$ cat config.mk
export PLATFORM = sky130hd
export DESIGN_NAME = fetch_queue_flat
export DESIGN_NICKNAME = d
export VERILOG_FILES = /design/src/rtl/cpu_pkg.sv /design/src/rtl/fetch_queue_if.sv /design/src/rtl/fq_ram.sv /design/src/rtl/fetch_queue.sv /design/src/flat_wrapper.sv
export SDC_FILE = /design/constraint.sdc
export NUM_CORES = 1
export LEC_CHECK = 0
export ABC_AREA = 0
export ABC_CLOCK_PERIOD_IN_PS = 12300
export BUFFER_PORTS_ARGS = -buffer_cell sky130_fd_sc_hd__buf_2
export CAP_MARGIN = 10
export CORE_MARGIN = 5
export CORE_UTILIZATION = 61
export DETAILED_ROUTE_END_ITERATION = 6
export PLACE_DENSITY = 0.86
export SETUP_SLACK_MARGIN = 0.2
export SYNTH_ARGS = -nofsm -noshare
export SYNTH_HDL_FRONTEND = slang
export SYNTH_HIERARCHICAL = 1
export SYNTH_SLANG_ARGS = --single-unit
$ cat constraint.sdc
create_clock -name i_clk -period 12.3 [get_ports i_clk]
set_input_delay 3.075 -clock i_clk [delete_from_list [all_inputs] [get_ports i_clk]]
set_output_delay 3.075 -clock i_clk [all_outputs]
set_load 0.02 [all_outputs]
$ cat src/rtl/cpu_pkg.sv
// Shared CPU definitions: datapath width, fetch reset vector, NOP encoding
// and the fetch-queue entry layout.
package cpu_pkg;

   localparam int              XLEN      = 32;
   localparam logic [XLEN-1:0] NOP_INSTR = 32'h0000_0013;  // addi x0, x0, 0
   localparam logic [XLEN-1:0] RESET_PC  = 32'h0000_0000;

   // One buffered fetch: the instruction word and the address it came from.
   typedef struct packed {
      logic [XLEN-1:0] instr;
      logic [XLEN-1:0] pc;
   } fq_entry_t;

endpackage : cpu_pkg

$ cat src/rtl/fetch_queue_if.sv
// Decode-side valid/ready handshake of the fetch queue. The queue drives the
// head entry (master); the decode stage returns ready (slave).
interface fetch_queue_if #(
   parameter int XLEN = 32
);

   logic            dq_valid;
   logic            dq_ready;
   logic [XLEN-1:0] dq_instr;
   logic [XLEN-1:0] dq_pc;
   logic [XLEN-1:0] dq_pcplus4;

   modport master (
      output dq_valid, dq_instr, dq_pc, dq_pcplus4,
      input  dq_ready
   );

   modport slave (
      input  dq_valid, dq_instr, dq_pc, dq_pcplus4,
      output dq_ready
   );

endinterface : fetch_queue_if

$ cat src/rtl/fq_ram.sv
// DEPTH-entry storage for the fetch queue: one synchronous write port and
// one asynchronous read port. Pointer and occupancy control lives in the top.
module fq_ram
   import cpu_pkg::*;
#(
   parameter int DEPTH = 4,
   localparam int AW   = $clog2(DEPTH)
) (
   input  logic            i_clk,
   input  logic            i_we,
   input  logic [AW-1:0]   i_waddr,
   input  fq_entry_t       i_wdata,
   input  logic [AW-1:0]   i_raddr,
   output fq_entry_t       o_rdata
);

   fq_entry_t r_mem [DEPTH];

   // Write the slot addressed by the write pointer on an enqueue.
   // NOTE: storage is deliberately left out of reset; occupancy is tracked by
   // the count in the top, so stale slots are never presented as valid.
   always_ff @(posedge i_clk) begin
      if (i_we) begin
         r_mem[i_waddr] <= i_wdata;
      end
   end

   assign o_rdata = r_mem[i_raddr];

endmodule : fq_ram

$ cat src/rtl/fetch_queue.sv
// Instruction fetch queue: owns the fetch PC, fetches one word per cycle
// from the combinational instruction memory, and buffers up to DEPTH
// entries for decode. A redirect flushes everything and restarts fetch.
module fetch_queue
   import cpu_pkg::*;
#(
   parameter int              DEPTH    = 4,
   parameter int              XLEN     = cpu_pkg::XLEN,
   parameter logic [XLEN-1:0] RESET_PC = cpu_pkg::RESET_PC,
   localparam int             AW       = $clog2(DEPTH),
   localparam int             CW       = $clog2(DEPTH + 1)
) (
   input  logic              i_clk,
   input  logic              i_rst_n,
   input  logic              i_fetch_en,
   input  logic              i_redirect,
   input  logic [XLEN-1:0]   i_redirect_pc,
   output logic [XLEN-1:0]   o_imem_addr,
   input  logic [XLEN-1:0]   i_imem_instr,
   fetch_queue_if.master     dq,
   output logic [CW-1:0]     o_count,
   output logic              o_full
);

   logic [AW-1:0]   r_rd_ptr;
   logic [AW-1:0]   r_wr_ptr;
   logic [CW-1:0]   r_count;
   logic [XLEN-1:0] r_fetch_pc;

   logic            w_valid;
   logic            w_enq;
   logic            w_deq;
   logic [CW-1:0]   w_count_next;
   logic [XLEN-1:0] w_redirect_pc;
   fq_entry_t       w_wdata;
   fq_entry_t       w_head;

   assign w_valid       = (r_count != '0);
   assign o_full        = (r_count == CW'(DEPTH));
   assign o_count       = r_count;
   assign o_imem_addr   = r_fetch_pc;

   // Redirect wins over both queue operations; a full queue can still accept
   // a new word when the head leaves in the same cycle.
   assign w_deq         = w_valid && dq.dq_ready && !i_redirect;
   assign w_enq         = i_fetch_en && !i_redirect && (!o_full || w_deq);

   // Targets are word aligned; low address bits are ignored.
   assign w_redirect_pc = i_redirect_pc & ~XLEN'(3);

   assign w_wdata       = '{instr: i_imem_instr, pc: r_fetch_pc};

   fq_ram #(
      .DEPTH (DEPTH)
   ) u_ram (
      .i_clk   (i_clk),
      .i_we    (w_enq),
      .i_waddr (r_wr_ptr),
      .i_wdata (w_wdata),
      .i_raddr (r_rd_ptr),
      .o_rdata (w_head)
   );

   // Occupancy after this edge: enq and deq together leave it unchanged.
   // NOTE: every always_comb output gets a default first so no path can
   // leave it unassigned and infer a latch.
   always_comb begin
      w_count_next = r_count;
      unique case ({w_enq, w_deq})
         2'b10:   w_count_next = r_count + CW'(1);
         2'b01:   w_count_next = r_count - CW'(1);
         default: w_count_next = r_count;
      endcase
   end

   // Pointer, occupancy and fetch-PC state; pointers wrap by natural overflow.
   // NOTE: sequential state uses non-blocking assignments so every register
   // samples the pre-edge values regardless of statement order.
   always_ff @(posedge i_clk or negedge i_rst_n) begin
      if (!i_rst_n) begin
         r_rd_ptr   <= '0;
         r_wr_ptr   <= '0;
         r_count    <= '0;
         r_fetch_pc <= RESET_PC;
      end else if (i_redirect) begin
         r_rd_ptr   <= '0;
         r_wr_ptr   <= '0;
         r_count    <= '0;
         r_fetch_pc <= w_redirect_pc;
      end else begin
         r_count <= w_count_next;
         if (w_enq) begin
            r_wr_ptr   <= r_wr_ptr + AW'(1);
            r_fetch_pc <= r_fetch_pc + XLEN'(4);
         end
         if (w_deq) begin
            r_rd_ptr <= r_rd_ptr + AW'(1);
         end
      end
   end

   // Head presentation depends on registered state only; an empty queue
   // shows a NOP at PC 0 so decode sees a harmless bubble.
   assign dq.dq_valid   = w_valid;
   assign dq.dq_instr   = w_valid ? w_head.instr : NOP_INSTR;
   assign dq.dq_pc      = w_valid ? w_head.pc    : '0;
   assign dq.dq_pcplus4 = dq.dq_pc + XLEN'(4);

endmodule : fetch_queue
$ cat src/flat_wrapper.sv
// flat-port wrapper written by rule: the top's interface ports become plain ports
module fetch_queue_flat import cpu_pkg::*;
#(
   parameter int              DEPTH    = 4,
   parameter int              XLEN     = cpu_pkg::XLEN,
   parameter logic [XLEN-1:0] RESET_PC = cpu_pkg::RESET_PC,
   localparam int             AW       = $clog2(DEPTH),
   localparam int             CW       = $clog2(DEPTH + 1)
)
  (i_clk, i_rst_n, i_fetch_en, i_redirect, i_redirect_pc, o_imem_addr, i_imem_instr, o_count, o_full, dq_dq_valid, dq_dq_instr, dq_dq_pc, dq_dq_pcplus4, dq_dq_ready);
  fetch_queue_if #(.XLEN(XLEN)) dq_i ();
  input  logic i_clk;
  input  logic i_rst_n;
  input  logic i_fetch_en;
  input  logic i_redirect;
  input  logic [XLEN-1:0] i_redirect_pc;
  output logic [XLEN-1:0] o_imem_addr;
  input  logic [XLEN-1:0] i_imem_instr;
  output logic [CW-1:0] o_count;
  output logic o_full;
  output wire logic [$bits(dq_i.dq_valid)-1:0] dq_dq_valid;
  output wire logic [$bits(dq_i.dq_instr)-1:0] dq_dq_instr;
  output wire logic [$bits(dq_i.dq_pc)-1:0] dq_dq_pc;
  output wire logic [$bits(dq_i.dq_pcplus4)-1:0] dq_dq_pcplus4;
  input wire logic [$bits(dq_i.dq_ready)-1:0] dq_dq_ready;
  assign dq_dq_valid = dq_i.dq_valid;
  assign dq_dq_instr = dq_i.dq_instr;
  assign dq_dq_pc = dq_i.dq_pc;
  assign dq_dq_pcplus4 = dq_i.dq_pcplus4;
  assign dq_i.dq_ready = dq_dq_ready;
  fetch_queue #(.DEPTH(DEPTH), .XLEN(XLEN), .RESET_PC(RESET_PC)) u_core (.i_clk(i_clk), .i_rst_n(i_rst_n), .i_fetch_en(i_fetch_en), .i_redirect(i_redirect), .i_redirect_pc(i_redirect_pc), .o_imem_addr(o_imem_addr), .i_imem_instr(i_imem_instr), .dq(dq_i), .o_count(o_count), .o_full(o_full));
endmodule
==> results of run 1 <==
-- cell usage in the layout (no fill, tap or decap), drive strengths merged, types with 2 or more instances in the layout --
cell      instances
a21oi             6
a31oi            16
and2             55
and3              5
and3b             3
and4              5
buf             206
clkbuf           30
clkinv           18
clkinvlp          3
conb             10
dfrtp            37
edfxtp          256
ha                2
inv              12
mux2              2
mux4             64
nand2            38
nand2b            7
nand3            29
nand4            19
nor2             35
nor2b             2
nor3             10
nor3b             2
nor4              5
nor4b             2
o211ai            7
o21ai            15
o31ai            18
or3               6
or4              24
or4b              2
xnor2            16
xor2             20
-- layer usage --
| metal | wire [µm] | GRT usage | up-vias |
|---|---|---|---|
| met5 | 27 | 0 | - |
| met4 | 650 | 0.0601 | 4 |
| met3 | 2520 | 0.0506 | 61 |
| met2 | 14000 | 0.396 | 369 |
| met1 | 10500 | 0.301 | 3835 |
| li1 | - | - | 3471 |
-- flip-flops by register name, summed over array words and instances, names as in the netlist --
register / cells
u_core/o_count: 3
u_core/r_rd_ptr: 2
u_core/u_ram/r_mem: 256
u_core/r_wr_ptr: 2
u_core/o_imem_addr: 30
-- metrics by stage --
stage / setup WS (ns) / power (µW) / hold slack [ns]
2_1_floorplan: 3.35 / 1580 / 0.504
3_3_place_gp: 5.32 / 1740 / 0.556
3_5_place_dp: 5.25 / 1760 / 0.572
4_1_cts: 4.67 / 2560 / 0.581
5_1_grt: 4.42 / 2650 / 0.614
6_report: 4.68 / 2540 / 0.577
-- Yosys cell counts, types with 7 or more instances --
cell and count:
nand4_1 19, a31oi_1 16, o211ai_1 7, inv_1 10, o31ai_1 18, dfrtp_1 37, clkbuf_1 22, mux4_2 60
nand3_1 29, buf_2 10, o21ai_0 15, and2_1 55, nor3_1 10, or4_1 23, nor2_1 35, nand2b_1 7
xnor2_1 16, edfxtp_1 256, xor2_1 20, nand2_1 38
-- layout make-up --
class,instances,area share
multi-input cells,436,0.256
clock buffers,30,0.0497
inverters,10,0.00256
clock inverters,24,0.00997
well taps,270,0.0230
repair buffers,206,0.0718
flip-flops and latches,293,0.587
-- cells by family (layout without fill, tap and decap cells) --
| group | after synthesis | in the layout |
|---|---|---|
| compound gates | 69 | 69 |
| xor+xnor | 36 | 36 |
| fa+ha+maj | 3 | 3 |
| buf+inv | 55 | 270 |
| flops | 293 | 293 |
| mux | 67 | 67 |
| other cells | 1 | 10 |
| simple gates | 251 | 251 |
-- worst register-to-register path, cell delays in order (launching register included) --
cell,delay (ns)
dfrtp_1,0.74
or4b_1,0.35
nand2_1,0.18
nor2_1,0.22
nor3b_2,0.20
buf_4,0.76
-- where the power goes --
| group | switching [µW] | internal (µW) |
|---|---|---|
| Clock | 356 | 451 |
| Combinational | 344 | 209 |
| Sequential | 50.9 | 1130 |
-- worst max path at each step --
| stage | end | startpoint | cells past startpoint |
|---|---|---|---|
| after global routing | dq_dq_pcplus4[26] | u_core/r_rd_ptr[1] | 11 |
| after floorplan | u_core/u_ram/r_mem[0][0] | i_fetch_en | 4 |
| after CTS | dq_dq_pcplus4[26] | u_core/r_rd_ptr[1] | 11 |
| after detailed placement | dq_dq_pcplus4[26] | u_core/r_rd_ptr[1] | 11 |
| after global placement | dq_dq_pcplus4[26] | u_core/r_rd_ptr[1] | 11 |
| final | dq_dq_pcplus4[26] | u_core/r_rd_ptr[1] | 11 |
==> metrics.yaml, run 1 <==
report.final.slew_viol_count: 0
gp_congestion: 0.850
grt.total_usage: 0.230
r2r_slack_ns: 9.40
rsz0062_at_grt: "no"
synthFlopType: "edfxtp_1"
cp_num_buf_inv: 4
n_antenna_cell: 0
synthMuxAreaShare: 0.117
finClkSkew_ns: 0.0141
final_nets: 1048
cp.required_ns: 9.22
hpwl_um: 17200
r2r_cells: 5
critPathKind: "flop to output pin"
crit_fanout: 42
clk_latency_ns: 0.54
synth_edf_count: 256
grt_max_degree: 65
setup_viol: 0
synth_top_area_frac: 0.607
die_h_um: 154
startpoint_type: "flop"
first_pass_iters: 5
core_um2: 20400
start_util: 0.622
final_core_util: 0.721
path_delay_family: "simple AND/OR/NAND/NOR gates"
cts-root-buf: "clkbuf_16"
die_w_um: 154
status: "finished, final reports clean"
cp_slowest_cell: "dfrtp_2"
cts_resized: 0
synth_area_per_cell_um2: 16.4
synth.distinct_cells: 50
multiInputGateArea_um2: 3760
fillerInstances: 1305
grt_pass1_wl_um: 43300
post_cts_buffers: 0
via_per_inst: 6.10
synth_cells: 775
syn_area_um2: 12700
drc: 0
synth_simple_gate_area_frac: 0.111
synthArstFlopShare: 0.126
crit_chain: "buf_4, mux4_1, o31ai_1, buf_4, inv_1, ha_1, nand4_1, or3_1, or4_1, xnor2_1, buf_2"
slew_headroom: 0.281
routed-via-count: 7740
drv_cap: 0
critical_path_arrival_ns: 4.55
cts_hold_buffers: 0
synth_compound_area_frac: 0.0354
final_cells: 1269
vdd_ir_drop_max_uv: 103
rr_endpoint: "u_core/u_ram/r_mem[0][39]"
holdPathStages: 0
ys_warn_count: 6
regArea_um2: 8620
p_per_area_nw_per_um2: 173
grt.overflow.total: 0
hold_viol: 0
dp_cells: 1215
cts_buffers: 29
final.period_utilization: 0.620
synth-seq-cells: 293
synth_area_leaders: "edfxtp_1 61%, mux4_2 11%, dfrtp_1 7.3%"
placed_area_um2: 13800
worst_hold_path.endpoint: "u_core/u_ram/r_mem[2][31]"
p_leak_uw: 0.00526
yosysSeqAreaShare: 0.680
grt_pass1_vias: 7866
holdCritStartpoint: "u_core/o_imem_addr[31]"
syn_to_final_growth_pct: 15.8
finalWirelength_um: 27700
final_area_um2: 14700
drive_above_1_share: 0.319
yosys.area.top_type: "edfxtp_1"
period_minus_slack_ns: 7.62
drt_iter0_drc: 566
cp_slowest_stage_delay_ns: 0.74
cts.clk_slew.worst_paths_ns: 0.06
synth_fa_ha_area_frac: 0.00355
worst_pin_slew_ns: 1.08
dieArea_um2: 23800
postRouteAntennaNets: 0
cts_tree: "built"
ios: 202
rows: 52
port-buffer-count: 197
clk_path_buf_depth: 3
cp_common_cell: "buf_4"
timing.fmax_ghz: 0.131
end_kind: "output pin"
hold_class: "flop to flop"
synthXorXnorAreaFrac: 0.0249
wl_per_cell_um: 21.8
antenna_found_initial: 2
cts-htree-levels: 1
synth_top_family_by_area: "multiplexers"
tns_ns: 0
cts_sinks: 293
r2r-start: "u_core/o_count[1]"
(Power assumes the default switching activity.)
==> run 2, diff against run 1 <==
- ABC_AREA: 0 -> 1
- ABC_CLOCK_PERIOD_IN_PS: 12300 -> 6770
- CORE_UTILIZATION: 61 -> 53
- PLACE_DENSITY: 0.86 -> 0.78
- clock period: 12.3 -> 6.77 ns (I/O delays scaled with it)
==> run 2 against run 1 <==
Wire length up 29%; non-clock buffer count up 1; clock skew rose by 0.0054 ns.
==> metrics.yaml, run 2 <==
crit_chain: "inv_4, buf_4, nand2_1, nand3_1, nand2_1, nand2_1, nand3b_2, nor2_2, nand2_1, nor2_2, xor2_1, buf_2"
slew_headroom: 0.318  # +0.0371
routed-via-count: 11552  # +49%
antenna_found_initial: 1  # -1
startpoint_type: "flop"
die_h_um: 177  # +15%
cp_num_buf_inv: 3  # -1
yosysMostFrequentCell: "nand2_1"
vdd_ir_drop_max_uv: 561  # +440%
critPathKind: "flop to output pin"
timing.fmax_ghz: 0.169
period_minus_slack_ns: 5.90
end_kind: "output pin"
cts_tree: "built"
grt.total_usage: 0.226  # -0.00447
largest_reg_flops: 256  # unchanged
synth_cells: 1708  # +120%
n_antenna_cell: 0  # unchanged
yosys.area.top_type: "edfxtp_1"
synth_area_per_cell_um2: 8.61  # -47%
drv_cap: 0  # unchanged
cts.clk_slew.worst_paths_ns: 0.06  # about the same
regArea_um2: 8620  # unchanged
wl_per_cell_um: 15.6  # -29%
final_core_util: 0.614  # -0.107
synth_edf_count: 256  # unchanged
holdPathStages: 1  # +1
die_w_um: 177  # +15%
drive_above_1_share: 0.149  # -0.171
mostFrequentLayoutCells: "533 x nand2_1, 386 x inv_1, 256 x edfxtp_1"
clk_path_buf_depth: 3  # unchanged
rsz0062_at_grt: "no"
syn_area_um2: 14700  # +16%
cp_slowest_stage_delay_ns: 0.96  # +0.22 ns
hold_viol: 0  # unchanged
grt_pass1_vias: 11221  # +43%
synthArstFlopShare: 0.126  # unchanged
synth_area_leaders: "edfxtp_1 52%, nand2_1 14%, inv_1 9.9%"
setup_viol: 0  # unchanged
start_util: 0.532  # -0.0900
final.period_utilization: 0.871
dieArea_um2: 31200  # +31%
p_per_area_nw_per_um2: 376  # +120%
via_per_inst: 5.04  # -17%
critical_path_depth: 12  # +1
status: "finished, final reports clean"
cp.required_ns: 5.08  # -4.14 ns
cp_slowest_cell: "dfrtp_4"
finalWirelength_um: 35800  # +29%
postRouteAntennaNets: 0  # unchanged
timing.hold.ws_ns: 0.560  # -0.0171 ns
p_leak_uw: 0.00836  # +59%
drt_iter0_drc: 985  # +74%
cts-htree-levels: 1  # unchanged
cts-root-buf: "clkbuf_16"
worst_pin_slew_ns: 1.02  # -0.0544 ns
synth_common_cells: "533 x nand2_1, 386 x inv_1, 256 x edfxtp_1, 195 x nand3_1, 116 x nor2_1"
report.final.slew_viol_count: 0  # unchanged
cp_common_cell: "nand2_1"
grt.overflow.total: 0  # unchanged
yosysSeqAreaShare: 0.586  # -0.0940
clk_latency_ns: 0.54  # about the same
cts_sinks: 293  # unchanged
multiInputGateArea_um2: 4320  # +15%
finClkSkew_ns: 0.0195  # +0.00536 ns
largest-register: "u_core/u_ram/r_mem"
final_nets: 1966  # +88%
path_delay_family: "simple AND/OR/NAND/NOR gates"
critical_path_arrival_ns: 4.21  # -0.34 ns
drc: 0  # unchanged
gp_congestion: 0.901  # +6.0%
synthFlopType: "edfxtp_1"
ys_warn_count: 6  # unchanged
hpwl_um: 22800  # +32%
synth.distinct_cells: 37  # -26%
final_common_cell: "nand2_1"
fillerInstances: 2298  # +76%
ios: 202  # unchanged
grt_max_degree: 75  # +15%
r2r_slack_ns: 3.67  # -5.73 ns
synth-seq-cells: 293  # unchanged
syn_to_final_growth_pct: 15.4
port-buffer-count: 197  # unchanged
first_pass_iters: 6  # +1
cts_buffers: 30  # +3.4%
hold_class: "flop to flop"
rows: 61  # +17%
core_um2: 27600  # +36%
r2r_cells: 7  # +2
synth_top_area_frac: 0.523  # -0.0839
grt_pass1_wl_um: 56100  # +30%
crit_fanout: 74  # +76%
-- run 2: what timing repair did --
item / 4_1_cts / 5_1_grt
resized for setup: 0 / 1
endpoints found under the setup margin: 0 / 4
hold buffers: 0 / 0
setup buffers: 0 / 0
-- run 2: cell families (layout without fill, tap and decap cells) --
group | after synthesis | after routing | share of synthesized area
simple gates | 887 | 887 | 0.252
fa+ha+maj | 3 | 3 | 0.00306
xor+xnor | 31 | 31 | 0.0185
flops | 293 | 293 | 0.586
compound gates | 40 | 40 | 0.0161
buf+inv | 452 | 651 | 0.124
other cells | 1 | 10 | 0.000255
mux | 1 | 1 | 0.000681
-- run 2: layout make-up --
type                    instances  share of cell area
flip-flops and latches        293               0.508
multi-input cells             972               0.255
inverters                     390              0.0864
repair buffers                207              0.0625
clock buffers                  37              0.0482
well taps                     378              0.0279
clock inverters                17              0.0128
-- run 2: metal layers --
metal	vias to the layer above	part of all wire	global-route usage
met3	63	0.090	0.0349
met1	5347	0.41	0.301
met2	513	0.48	0.388
met4	2	0.021	0.0622
li1	5627	-	-
met5	-	0.00034	0
-- run 2: worst paths after layout --
kind,from,endpoint
worst min-delay path,u_core/r_wr_ptr[1],u_core/r_wr_ptr[1]
max in group asynchronous,i_rst_n,u_core/r_rd_ptr[0]
worst max-delay path,u_core/r_rd_ptr[0],dq_dq_pcplus4[19]
min in group asynchronous,i_rst_n,u_core/o_imem_addr[25]
worst min register to register,u_core/r_wr_ptr[1],u_core/r_wr_ptr[1]
worst max register to register,u_core/o_count[1],u_core/u_ram/r_mem[0][37]
-- run 2: power by group --
part           switching, µW  internal, µW  leakage [µW]  total [µW]
Combinational           1760           662       0.00508        2420
Clock                    652          1040      0.000503        1700
Sequential               156          2110       0.00278        2270
Total                   2570          3820       0.00836        6380
-- run 2: through the flow --
step / power (µW) / setup TNS [ns] / cells / cell area (µm²) / setup slack [ns]
finish: 6380 / 0 / 2294 / 17000 / 0.870
floorplan: 3940 / -161.30 / 1717 / 14700 / -0.630
global route: 6730 / 0 / 2294 / 17000 / 0.578
global placement: 4660 / 0 / 2240 / 15900 / 1.05
CTS: 6410 / 0 / 2294 / 17000 / 0.411
detailed placement: 4710 / 0 / 2240 / 15900 / 1.00
